===== src/rtl/vector_capture.sv =====
// vector_capture -- on-chip test-vector recorder.
//
// Records packed DUT vectors into a DEPTH = 2**ADDR_W entry buffer while a
// capture session is open, then replays them in order, one vector per
// accepted read request.
//
// Ports:
//   clk, rst      clock, synchronous active-high reset
//   start         pulse: open / restart a capture session
//   stop          pulse: close the session, enter readout
//   vec_valid     store vec_in this cycle (capture only)
//   vec_in        vector to record
//   rd_req        request the next stored vector (readout only)
//   rd_valid      one-cycle strobe qualifying rd_data
//   rd_data       replayed vector (holds between strobes)
//   count         vectors stored this session, 0..DEPTH
//   busy          capture session open
//   full          count == DEPTH
//   done          readout state
//   overflow      sticky: a vector was dropped because the buffer was full
//
// Build option:
//   VCAP_DEDUP_EN  when defined, a vector equal to the last one stored in the
//                  current session is discarded without side effects.
//
// state      | meaning
// -----------+-------------------------------------------------------------
// ST_IDLE    | no session; waits for start
// ST_CAPTURE | session open; vec_valid stores into the buffer
// ST_DONE    | session closed; rd_req replays stored vectors in order

module vector_capture #(
    parameter int WIDTH  = 4,
    parameter int ADDR_W = 4
) (
    input  logic              clk,
    input  logic              rst,
    input  logic              start,
    input  logic              stop,
    input  logic              vec_valid,
    input  logic [WIDTH-1:0]  vec_in,
    input  logic              rd_req,
    output logic              rd_valid,
    output logic [WIDTH-1:0]  rd_data,
    output logic [ADDR_W:0]   count,
    output logic              busy,
    output logic              full,
    output logic              done,
    output logic              overflow
);

    localparam int              DEPTH   = 1 << ADDR_W;
    localparam logic [ADDR_W:0] DEPTH_C = (ADDR_W + 1)'(DEPTH);

    typedef enum logic [1:0] {
        ST_IDLE,
        ST_CAPTURE,
        ST_DONE
    } state_t;

    state_t             state_q, state_d;
    // Pointers carry one extra bit so a full session never wraps them.
    logic [ADDR_W:0]    wptr_q, wptr_d;
    logic [ADDR_W:0]    rptr_q, rptr_d;
    logic [ADDR_W:0]    count_q, count_d;
    logic               overflow_q, overflow_d;
    logic               rd_valid_q, rd_valid_d;
    logic [WIDTH-1:0]   rd_data_q, rd_data_d;
    logic [WIDTH-1:0]   mem_q [DEPTH];

    logic               mem_we;
    logic               clr;
    logic               is_full;
    logic               is_dup;

`ifdef VCAP_DEDUP_EN
    logic [WIDTH-1:0]   last_q, last_d;
`endif

    always_comb begin
        state_d    = state_q;
        wptr_d     = wptr_q;
        rptr_d     = rptr_q;
        count_d    = count_q;
        overflow_d = overflow_q;
        rd_valid_d = 1'b0;
        rd_data_d  = rd_data_q;
        mem_we     = 1'b0;
        clr        = 1'b0;
        is_full    = (count_q == DEPTH_C);
        is_dup     = 1'b0;
`ifdef VCAP_DEDUP_EN
        last_d     = last_q;
        // The first vector of a session has nothing to compare against.
        is_dup     = (count_q != '0) && (vec_in == last_q);
`endif

        case (state_q)
            ST_IDLE: begin
                if (start) begin
                    state_d = ST_CAPTURE;
                    clr     = 1'b1;
                end
            end
            ST_CAPTURE: begin
                if (start) begin
                    clr = 1'b1;
                end else begin
                    // The store is judged on the pre-edge full flag, and a
                    // coincident stop still lets this vector in.
                    if (vec_valid && !is_dup) begin
                        if (!is_full) begin
                            mem_we  = 1'b1;
                            wptr_d  = wptr_q + 1'b1;
                            count_d = count_q + 1'b1;
`ifdef VCAP_DEDUP_EN
                            last_d  = vec_in;
`endif
                        end else begin
                            overflow_d = 1'b1;
                        end
                    end
                    if (stop) begin
                        state_d = ST_DONE;
                    end
                end
            end
            ST_DONE: begin
                if (start) begin
                    state_d = ST_CAPTURE;
                    clr     = 1'b1;
                end else if (rd_req && (rptr_q < count_q)) begin
                    rd_valid_d = 1'b1;
                    rd_data_d  = mem_q[rptr_q[ADDR_W-1:0]];
                    rptr_d     = rptr_q + 1'b1;
                end
            end
            default: begin
                state_d = ST_IDLE;
            end
        endcase

        if (clr) begin
            wptr_d     = '0;
            rptr_d     = '0;
            count_d    = '0;
            overflow_d = 1'b0;
`ifdef VCAP_DEDUP_EN
            last_d     = '0;
`endif
        end
    end

    always_ff @(posedge clk) begin
        if (rst) begin
            state_q    <= ST_IDLE;
            wptr_q     <= '0;
            rptr_q     <= '0;
            count_q    <= '0;
            overflow_q <= 1'b0;
            rd_valid_q <= 1'b0;
            rd_data_q  <= '0;
`ifdef VCAP_DEDUP_EN
            last_q     <= '0;
`endif
        end else begin
            state_q    <= state_d;
            wptr_q     <= wptr_d;
            rptr_q     <= rptr_d;
            count_q    <= count_d;
            overflow_q <= overflow_d;
            rd_valid_q <= rd_valid_d;
            rd_data_q  <= rd_data_d;
`ifdef VCAP_DEDUP_EN
            last_q     <= last_d;
`endif
        end
    end

    // Buffer contents survive reset; only the session bookkeeping is cleared.
    always_ff @(posedge clk) begin
        if (mem_we && !rst) begin
            mem_q[wptr_q[ADDR_W-1:0]] <= vec_in;
        end
    end

    assign rd_valid = rd_valid_q;
    assign rd_data  = rd_data_q;
    assign count    = count_q;
    assign overflow = overflow_q;
    assign busy     = (state_q == ST_CAPTURE);
    assign done     = (state_q == ST_DONE);
    assign full     = (count_q == DEPTH_C);

endmodule

===== config.mk =====
export PLATFORM = sky130hd
export DESIGN_NAME = vector_capture
export DESIGN_NICKNAME = d
export VERILOG_FILES = /design/src/rtl/vector_capture.sv
export SDC_FILE = /design/constraint.sdc
export NUM_CORES = 1
export LEC_CHECK = 0
export ABC_AREA = 1
export CORE_MARGIN = 1.5
export CORE_UTILIZATION = 53
export CTS_CLUSTER_SIZE = 16
export DETAILED_ROUTE_END_ITERATION = 8
export PLACE_DENSITY = 0.86
export SYNTH_ARGS = -nofsm -noshare
export SYNTH_HDL_FRONTEND = slang
export SYNTH_SLANG_ARGS = --single-unit
export TNS_END_PERCENT = 100

===== constraint.sdc =====
create_clock -name clk -period 1.9 [get_ports clk]
set_clock_uncertainty 0.15 [all_clocks]
set_input_delay 0.19 -clock clk [delete_from_list [all_inputs] [get_ports clk]]
set_output_delay 0.19 -clock clk [all_outputs]
set_load 0.02 [all_outputs]

---- Word level (Yosys, flattened, before mapping) ----
Memories as Yosys holds them, arrays and structs flattened. A register that Yosys moved wholly into a read port is not among the register bits.
Index checks and enable logic that the tools add are counted.
word-level totals
  bits in registers ....................... 19
  memory bits (writable) .................. 64
  input bits .............................. 10
  output and inout port bits .............. 14
  logic and storage cells ................. 45
  memories ................................ 1
operators by class
  add/subtract/negate cells ............... 3
  $lt $le $gt $ge ......................... 1
  eq/ne operators ......................... 6
  mux-type cells .......................... 13
  bitwise gates (word level) .............. 3
  reduce and logical (&&, ||, !) cells .... 12
memory list
  name   depth  bits a word  rd ports  clocked after Yosys merged registers in  wr ports  line  RTL
  mem_q  16     4            1         1                                        1         69    logic [WIDTH-1:0] mem_q [DEPTH];
operators by type and width
  operator                                               number
  adder 5 x 1 -> 5 bit, second input constant            3
  two-way mux 1 bit                                      9
  AND reduction 4 bit                                    2
  two-way mux 2 bit                                      3
  AND reduction 3 bit                                    2
  OR reduction 3 bit                                     2
  == test 5 bit, second input constant                   1
  less-than comparator 5 bit                             1
  inequality test 2 bit, second input constant           2
  one-hot mux 2 bit (2 select lines)                     1
  OR reduction 2 bit                                     2
  NOT 1 bit                                              3
  == test 2 x 1 -> 1 bit, second input constant          1
  == test 2 bit, second input constant                   1
  logical AND 1 bit                                      2
  zero test 2 bit                                        1
  inequality test 2 x 1 -> 1 bit, second input constant  1
  zero test 1 bit                                        1

---- Depth between registers and ports, before layout ----
  depth after elaboration ................. 8
  gate-level depth with buffers ........... 10
  gate-level depth less buffers ........... 9

---- Worst setup path before layout ----
Ideal clock, no wire load.
  path type ............................... reg2reg
  start point ............................. register count_q[0], in the netlist count[0]
  end point ............................... memory mem_q[11][0], enable pin
  library setup time ...................... 0.329 ns
  arrival ................................. 1.570 ns
  slack ................................... -0.150 ns
  stages on the path, launching flop included .. 9
  buffers on the path ..................... 1
  clock period less this slack ............ 2.050 ns
  cell sequence ........................... dfxtp_1 inv_1 ha_1 nand2_1 nor3_4 nor2_2 buf_6 nand2_1 nor2_1
between the ends
  longest elaborated chain between the ends .. 8
ends and longest elaborated chain
  element                                  line  RTL
  from (decl)                              65    logic [ADDR_W:0] count_q, count_d;
  from (signal assigned)                   170   count_q <= count_d;
  == test 5 bit                            n/a
  net full                                 47    output logic full,
  two-way mux 1 bit                        112   if (!is_full) begin
  two-way mux 1 bit                        111   if (vec_valid && !is_dup) begin
  two-way mux 1 bit                        106   if (start) begin
  two-way mux 1 bit                        98    case (state_q)
  logical AND 1 bit                        182   if (mem_we && !rst) begin
  two-way mux 1 bit                        182
  two-way mux 1 bit (implied by the code)  183   mem_q[wptr_q[ADDR_W-1:0]] <= vec_in;
  to (decl)                                69
The timed path passes the listed nets, and every way through them passes these cells.

---- Final worst setup path ----
  start point ............................. register count_q[0], in the netlist count[0]
  end point ............................... memory mem_q[0][2], enable pin
between the ends
  longest elaborated chain between the ends .. 8
ends and longest elaborated chain
  element                                  line  RTL
  == test 5 bit                            90    is_full = (count_q == DEPTH_C);
  two-way mux 1 bit                        112
  two-way mux 1 bit                        111
  two-way mux 1 bit                        106
  two-way mux 1 bit                        98
  logical AND 1 bit                        182
  two-way mux 1 bit                        182
  two-way mux 1 bit (implied by the code)  183
No other way between the ends.

==> results by group <==
Critical path
  • Crit path largest cell delay: 360 ps
  • Crit Path Max Fanout: 5
  • Worst-path cell chain: inv_1 > ha_1 > nand2_1 > nor3_4 > nor2_4 > nand2_2 > nor2_2
  • CP arrival: 1770 ps
  • CP required: 1800 ps
  • CP max-delay cell: dfxtp_2
  • Crit Path Category: reg2reg
  • Crit end category: register
  • Crit path launch: count[0]
  • CP Launch Type: register
  • Reg2Reg Launch Point: count[0]

Clock tree
  • Cts-stage hold buffer count: 0
  • Max H-tree Level: 3
  • Post-CTS Setup Repair Bufs: 0
  • Worst-skew pair later-pin latency: 360 ps
  • Root Buffer: clkbuf_8
  • Clk slew on worst S/H paths: 90 ps
  • CTS tree: done
  • Clock sinks: 86
  • Cts bufs inserted: 9
  • Clock Path Buffers: 2

Global routing
  • GRT Resource Usage Total: 22.0%
  • Congestion Overflow GR: 0
  • Vias in the first global route: 2,695
  • Met1 Usage GRT: around 28%
  • First-pass GRT wire length: between 10,000 and 15,000 microns
  • GR peak layer: met2
  • Grt met2 use: 36.2%
  • GR Util met3: 5.17%
  • Initial antenna violation count: 0
  • Largest net degree at the start of global routing: 34

Routing
  • Routed wire length: between 8000 and 9000 microns
  • DRC Markers: 0
  • Total number of vias: 2,885
  • WL per Instance: between 10 and 15 microns
  • Via-to-Cell Ratio: 5.19
  • Routed Antenna Nets: 0
  • Drt first-iter violations: 249
  • Drt first pass iters: 5

Yosys
  • Mapped cell area: roughly 4000 sq um
  • Synth Register Bits: 86
  • Register area share after synthesis: about three fifths
  • Synth unique cells: 23
  • Average cell area after synthesis: between 9 and 10 sq um
  • Syn nets: 440
  • Mapped Cells: 419
  • Synth warn: 0

Flow run
  • Max-cap violations: 0

Power and ir drop
  • Total power: 3.36 mW
  • PwrDens: about 740 nW/um^2
  • Leak pwr: 1.83 nW
  • Max VDD drop: 0.566 mV

Floorplanning
  • Core ar.: around 7200 sq um
  • Die W: 89.0 microns
  • Die area: 7920 sq um
  • # rows: 31
  • Starting Density: 54.3%
  • Io pins: 24
  • Die Height: 89.0 microns

Timing
  • Max Clk Rate: ~540 MHz
  • Final hold violations: 0
  • Least-Margin Pin Slew: roughly 670 ps
  • Crit share post-route: between 90% and 100%
  • Fin worst setup slack: 38.2 ps
  • Crit path time final: 1860 ps
  • Slew headroom: 55.4%
  • Pins Over Slew Limit: 0
  • TNS Setup: 0 ps
  • # setup viols final: 0
  • RSZ-0062 raised after global routing: yes

Finish
  • Layout cells sized above 1: 13.6%
  • Layout fillers: 570
  • Final nets: 473
  • Area taken by multi-input logic gates: approximately 1300 sq um
  • Non-Filler Instances: 556
  • Area Overhead vs Synth: 16.0%
  • Ant diodes: 0
  • Reg area: between 2000 and 2500 sq um

Hold path
  • Worst hold path type: in2reg
  • Hold path start: stop

Run status
  • Status: complete, no violations

Place
  • Pre-CTS setup slack: -235 ps
  • PortBufs: 23
  • Placer Congestion: 0.787
  • Dpl hpwl: 5570 microns
  • Placed instance count: 539
path summary, 6_finish.rpt:
kind	slack (ps)	to	depth (start not counted)
setup / recovery	40	mem_q[0][2]	7
hold reg to reg	350	count[2]	2
setup reg to reg	40	mem_q[0][2]	7
hold / removal	300	state_q[1]	5
flip-flops by register name, indices dropped and copies added (netlist names):
signal    cells
rd_valid      1
state_q       2
mem_q        64
rptr_q        5
rd_data       4
count         5
wptr_q        4
overflow      1
critical path: cells and delay by family, from the launching register on:
family / cells / cell delay (ps)
flip-flops: 1 / 360
buffers and inverters: 1 / 80
AND/OR/NAND/NOR: 5 / 770
adder cells (fa/ha/maj): 1 / 200
routing by layer:
layer  wire length, microns  part of all wire [%]
met5                      0                     0
met4                    174                   2.2
met3                    522                   6.5
met2                   4080                    50
met1                   3300                    41
cells in the final DEF (no fill, tap or decap), types with 2 or more instances in the layout:
cell and count:
nand3_1 50, clkbuf_8 9, inv_2 2, nor2_1 17
dfxtp_1 19, clkdlybuf4s50_1 20, a21oi_1 17, dlymetal6s2s_1 2
xor2_1 5, nand2_1 127, nor2_4 4, nor2_2 15
o21ai_0 7, dfxtp_2 3, ha_1 11, edfxtp_1 64
nand2_2 5, buf_4 11, inv_1 50, clkinvlp_4 4
per-stage QoR:
stage	area, sq um	util, %	hold slack, ps
2_1_floorplan	3970	-	109
5_1_grt	4540	63.0	322
3_5_place_dp	4320	59.9	335
3_3_place_gp	4320	59.9	306
6_report	4540	63.0	305
4_1_cts	4520	62.7	297
where the power goes:
group | total (mW) | switching (mW) | internal, mW
Clock | 1.24 | 0.637 | 0.603
Combinational | 0.103 | 0.0649 | 0.0384
Sequential | 2.02 | 0.00421 | 2.02
Total | 3.36 | 0.706 | 2.66
Yosys cell counts:
cell type,number,area [sq um]
nor3_4,1,16.3
nor2_1,33,124
dfxtp_1,22,440
nand3_1,50,250
edfxtp_1,64,1920
buf_6,3,33.8
nor2_4,2,22.5
a2111oi_0,1,8.76
and3_1,1,6.26
a21oi_1,17,85.1
buf_2,10,50.1
nand2_2,2,12.5
o21ai_0,7,35.0
o21ai_1,1,5.00
nor2_2,1,6.26
inv_1,51,191
xor2_1,5,43.8
ha_1,11,138
nor3_1,1,5.00
nand3b_2,1,11.3
nand2_1,131,492
a21oi_2,1,8.76
inv_2,3,11.3
repair_timing:
action	CTS	global route
cloned	0	1
setup endpoints to repair	57	62
gates resized for setup	6	9
pin swaps	0	0
cell families (layout without fill, tap and decap cells):
group / after synthesis / after routing / synth area share [%]
simple gates: 223 / 223 / 24.1
buf+inv: 67 / 105 / 7.31
fa+ha+maj: 11 / 11 / 3.51
xor+xnor: 5 / 5 / 1.12
flops: 86 / 86 / 60.3
compound gates: 27 / 27 / 3.64
area by class of cell:
type	instances	area share (%)
Timing Repair inverter	1	0.165
Tap cell	99	2.73
Clock buffer	10	2.81
Clock inverter	6	1.38
Multi-Input combinational cell	266	29.4
Timing Repair Buffer	34	6.88
Inverter	54	4.60
Sequential cell	86	52.1
No activity file was read; power rests on OpenSTA's default activity.
